==> src/rtl/univ_dff_reg.sv <==
// univ_dff_reg: WIDTH-bit universal shift/load register with complementary outputs and shift-frame counter
module univ_dff_reg #(
  parameter int          WIDTH     = 8,
  parameter int unsigned RESET_VAL = 0,
  parameter int          CNT_W     = $clog2(WIDTH+1)
) (
  input  logic             clock,
  input  logic             clear,
  input  logic             en,
  input  logic             sync_clr,
  input  logic [1:0]       mode,
  input  logic [WIDTH-1:0] d,
  input  logic             sin_l,
  input  logic             sin_r,
  output logic [WIDTH-1:0] q,
  output logic [WIDTH-1:0] qbar,
  output logic             sout_l,
  output logic             sout_r,
  output logic [CNT_W-1:0] shift_cnt,
  output logic             frame_done
);
  localparam logic [WIDTH-1:0] RV = WIDTH'(RESET_VAL);
  logic [WIDTH-1:0] r_q, w_next;
  logic [CNT_W-1:0] r_cnt;
  logic             r_done, w_shift, w_load, w_wrap;
  always_comb begin
    w_shift = en & (mode[0] ^ mode[1]);
    w_load  = en & (mode == 2'b11);
    w_wrap  = r_cnt == CNT_W'(WIDTH-1);
    w_next  = !en            ? r_q :
              mode == 2'b01  ? {r_q[WIDTH-2:0], sin_l} :
              mode == 2'b10  ? {sin_r, r_q[WIDTH-1:1]} :
              mode == 2'b11  ? d : r_q;
  end
  always_ff @(posedge clock or posedge clear) begin
    if (clear) begin
      r_q    <= RV;
      r_cnt  <= '0;
      r_done <= 1'b0;
    end else if (sync_clr) begin
      r_q    <= RV;
      r_cnt  <= '0;
      r_done <= 1'b0;
    end else begin
      r_q    <= w_next;
      r_cnt  <= w_load ? '0 : !w_shift ? r_cnt : w_wrap ? '0 : r_cnt + 1'b1;
      r_done <= w_shift & w_wrap;
    end
  end
  assign q          = r_q;
  assign qbar       = ~r_q;
  assign sout_l     = r_q[WIDTH-1];
  assign sout_r     = r_q[0];
  assign shift_cnt  = r_cnt;
  assign frame_done = r_done;
endmodule

==> config.mk <==
export PLATFORM = sky130hd
export DESIGN_NAME = univ_dff_reg
export DESIGN_NICKNAME = d
export VERILOG_FILES = /design/src/rtl/univ_dff_reg.sv
export SDC_FILE = /design/constraint.sdc
export NUM_CORES = 1
export LEC_CHECK = 0
export BUFFER_PORTS_ARGS = -buffer_cell sky130_fd_sc_hd__buf_4
export CAP_MARGIN = 20
export CORE_MARGIN = 2
export CORE_UTILIZATION = 42
export CTS_CLUSTER_SIZE = 10
export DETAILED_ROUTE_END_ITERATION = 7
export HOLD_SLACK_MARGIN = 0.05
export PLACE_DENSITY = 0.76
export SETUP_SLACK_MARGIN = 0.5
export SLEW_MARGIN = 30
export SYNTH_ARGS = -nofsm -noshare
export SYNTH_HDL_FRONTEND = slang
export SYNTH_SLANG_ARGS = --single-unit
==> constraint.sdc <==
create_clock -name clock -period 1.5 [get_ports clock]
set_clock_uncertainty 0.05 [all_clocks]
set_input_delay 0.075 -clock clock [delete_from_list [all_inputs] [get_ports clock]]
set_output_delay 0.075 -clock clock [all_outputs]
set_load 0.01 [all_outputs]
**Word level (Yosys, flattened, before mapping)**

Index checks and enable logic that the tools add are counted.

- Word-level logic and storage cells: 27
- Output and inout bits: 23
- Bits of input ports: 16
- Flip-flop bits (word level): 13

- Equality and inequality tests: 4
- Bitwise gates (word level): 5
- Mux-type cells: 10
- Add/sub/neg operators: 1
- Reductions and logical operators: 4

Operators with widths:

| operator | count |
|---|---|
| $mux 8 | 5 |
| $mux 4 | 4 |
| $not 8->8 | 1 |
| $add 4x1->4 const B | 1 |
| $eq 2x2->1 const B | 2 |
| $eq 4x3->1 const B | 1 |
| $reduce_bool 4->1 | 1 |
| $and 1x1->1 | 3 |
| $reduce_bool 3->1 | 1 |
| $eq 2x1->1 const B | 1 |
| $reduce_and 2->1 | 1 |
| $reduce_bool 2->1 | 1 |
| $mux 1 | 1 |
| $xor 1x1->1 | 1 |

**Longest topological paths before layout**

- Word-level depth: 6
- Depth in mapped cells: 6
- Depth with buffers taken out: 5

**Worst setup path before layout**

OpenSTA, ideal clock, no wires.

- Path kind: register to register
- Start: reg r_cnt[0] (netlist: shift_cnt[0])
- End: reg r_cnt[3] (netlist: shift_cnt[3])
- Setup time: 94 ps
- Arrival time: 1,399 ps
- Setup slack: -43 ps
- Cell stages (with the launch flop): 4
- Required time: 1,356 ps
- Cell sequence: dfrtp_1 > ha_1 > or4_4 > a221oi_2

- Word-level cells in the longest chain between the ends: 5
- Elaborated cells on any way between the ends: 6
- Those cells by class: 1 x add/sub; 1 x eq/ne; 4 x mux

RTL lines:

| what | line | text |
|---|---|---|
| from (decl) | 24 | `logic [CNT_W-1:0] r_cnt;` |
| from (signal assigned) | 46 | `r_cnt <= w_load ? '0 : !w_shift ? r_cnt : w_wrap ? '0 : r_cnt + 1'b1;` |
| $add 4x1->4 / $eq 4x3->1 (equally long branches) | 46, 29 |  |
| $mux 4 * (3 in a row) | 46 |  |
| $mux 4 * | 40 | `end else if (sync_clr) begin` |

Mark *: on every way between the ends. The rest lies on a longest branch, timed or not. The select of a mux whose other input is x is not followed.
A chain may end at the register's enable or synchronous reset.

**Final worst setup path**

Same ends and word-level chain as after synthesis.

==> impl_metrics.csv <==
group,metric,value,unit
placement,dpl_worst_slack,-0.0230,ns
route,antenna_left,0,
critical_path,cpMaxStageDelayCell,"or4_4",
power,peakVddDrop,0.000509,V
clocking,clock-root-buffer,"clkbuf_4",
placement,placed_area,1220,um^2
clocking,clock_sinks,13,
floorplan,die_y,50.4,um
clocking,htree_levels,1,
critical_path,end_kind,"register",
route,post_drt_wl_per_cell,13.4,um
critical_path,path_delay_family,"simple AND/OR/NAND/NOR gates",
layout,stdcell_area,1550,um^2
yosys,synth_top_family_by_area,"compound AO/OA/AOI/OAI gates",
layout,diodes,0,
yosys,synth_area,906,um^2
route,drt-total-wl,2420,um
critical_path,crit_required,1.64,ns
grt,track_usage,20.2,%
timing,finalCritPeriodShare,96.0,%
yosys,synth-compound-area-share,21.7,%
floorplan,initial_core_util,45.3,%
floorplan,pin_count,39,
clocking,clk_pin_slew,0.08,ns
route,route.met2.wl,1170,um
layout,fillers,117,
grt,antenna_found_initial,0,
outcome,outcome,"complete, no violations",
placement,gp_congestion,0.819,
route,drt_iter0_drc,17,
critical_path,slowest_delay,0.47,ns
clocking,cts_buffers,3,
yosys,synth_fp_nets,119,
route,wl_met1,1070,um
yosys,ys_seq_elements,13,
critical_path,cp_max_fo,2,
timing,hold_violations,0,
grt,grt_overflow,0,
layout,fin_nets,174,
grt,grt_max_degree,17,
route,top_layer,"met4",
grt,grt_pass1_wl,4010,um
timing,worst_slack,0.0606,ns
power,power_density,616,nW/um^2
timing,tightest_slew,0.495,ns
critical_path,path_cells,"ha_4 -> or4_4 -> a221oi_2",
route,first_pass_iters,4,
yosys,yosysWarnings,0,
clocking,clk_latency,0.28,ns
power,leakagePower,0.704,nW
timing,period_needed,1.44,ns
floorplan,rows,16,
hold_path,worstHoldPathType,"in2reg",
timing,timing.fmax,695,MHz
layout,area_growth,70.6,%
job,max_cap_viol_count,0,
route,wl_met3,150,um
clocking,tritoncts,"yes",
critical_path,critical_path_arrival,1.58,ns
placement,post-dp-hpwl,1510,um
timing,finalMaxSlewViolations,0,
yosys,muxShareOfSynthArea,9.94,%
floorplan,die_area,2540,um^2
power,p_total,951,uW
yosys,synth_xor_area_share,0,%
route,via_per_inst,5.24,
layout,drive_gt1_share,56.2,%
critical_path,crit_buf_inv,0,
route,vias,944,
grt,grt_pass1_vias,909,
yosys,postSynthCellCount,99,
yosys,synth_adder_area_share,5.52,%
timing,rsz0062_at_grt,"true",
critical_path,critPathKind,"reg2reg",
yosys,ys_types,23,
floorplan,core,2000,um^2
critical_path,worst_setup_path_start_kind,"register",
timing,slew_headroom,66.9,%
floorplan,chipWidth,50.4,um
yosys,avgSynthCellArea,9.15,um^2
yosys,ys_seq_area_share,35.9,%
yosys,synth-simple-area-share,17.1,%
timing,setup_violations,0,
placement,portBuffers,38,
route,drc_errors,0,
clocking,clockBufferDepth,2,
what timing repair did:
action,in CTS,in global routing
buffers inserted,15,1
pin swaps,13,0
endpoints found under the setup margin,22,35
endpoints found under the hold margin,26,0
hold buffers,3,0
gates resized for setup,29,19
sequential cells by signal, summed over array words and instances, names as in the netlist:
signal	cells
frame_done	1
q	8
shift_cnt	4
cell families (layout without fill, tap and decap cells):
| logic type | Yosys count | after routing |
|---|---|---|
| simple gates | 22 | 22 |
| buf+inv | 21 | 75 |
| fa+ha+maj | 4 | 4 |
| mux | 8 | 8 |
| flops | 13 | 13 |
| compound gates | 31 | 31 |
path summary, 6_finish.rpt:
path | start | to | slack (ns) | cells after the start
setup reg to reg | shift_cnt[0] | shift_cnt[3] | 0.06 | 3
min in group asynchronous | clear | q[3] | 0.32 | 3
hold / removal | en | frame_done | 0.07 | 3
max in group asynchronous | clear | shift_cnt[0] | 0.72 | 3
setup / recovery | shift_cnt[0] | shift_cnt[3] | 0.06 | 3
hold reg to reg | shift_cnt[3] | shift_cnt[3] | 0.57 | 2
tightest hold or removal path, cell delays in order:
cell	delay, ns
buf_4	0.16
nand2b_4	0.08
nor3_1	0.05
power by group:
part	internal, mW	switching, mW	leakage, nW
Combinational	0.200	0.145	0.516
Sequential	0.367	0.0162	0.173
Clock	0.103	0.119	0.0150
Total	0.671	0.280	0.704
metrics by stage:
| step | cells | setup TNS, ns | hold WS, ns | util, % |
|---|---|---|---|---|
| 2_1_floorplan | 99 | 0 | -0.0981 | - |
| 3_3_place_gp | 157 | 0 | 0.0852 | 61.1 |
| 3_5_place_dp | 157 | -0.0721 | 0.0861 | 61.1 |
| 4_1_cts | 179 | 0 | 0.0791 | 73.6 |
| 5_1_grt | 180 | 0 | 0.0764 | 77.2 |
| 6_report | 180 | 0 | 0.0738 | 77.2 |
cell usage after synthesis (all sizes together):
cell / number / area [um^2]
dfrtp: 13 / 325
o21ai: 11 / 55.1
nand3b: 4 / 30.0
o2111ai: 8 / 70.1
a21oi: 10 / 50.1
nor3: 1 / 5.00
clkbuf: 5 / 18.8
nor3b: 1 / 12.5
a31oi: 1 / 6.26
buf: 4 / 25.0
inv: 12 / 45.0
or2b: 1 / 7.51
a221oi: 1 / 15.0
nand2: 2 / 7.51
nand2b: 10 / 70.1
nor2b: 1 / 6.26
mux2: 8 / 90.1
or4: 1 / 11.3
nand3: 1 / 5.00
ha: 4 / 50.1
layout by cell type, fill, tap and decap left out, types with 3 or more instances in the layout:
master          n
nand3b_1        4
mux2_4          6
dfrtp_1        10
dlygate4sd3_1   3
inv_1           4
buf_4          28
a21oi_1         9
nand2b_1        9
buf_6          28
o21ai_0         9
clkbuf_4        3
dfrtp_2         3
o2111ai_1       7
inv_2           8
layout make-up:
type | instances | area (um^2) | area share [%]
Sequential cell | 13 | 329 | 21.3
Clock buffer | 4 | 26.3 | 1.70
Tap cell | 27 | 33.8 | 2.19
Inverter | 12 | 45.0 | 2.91
Timing Repair Buffer | 59 | 556 | 36.0
Multi-Input combinational cell | 65 | 556 | 36.0
metal layers:
metal	vias up	GRT usage, %
li1	455	-
met1	449	23.7
met2	37	37.1
met3	3	3.57
met4	0	5.86
met5	-	0
Note: power is estimated with default switching activity, not from simulation.
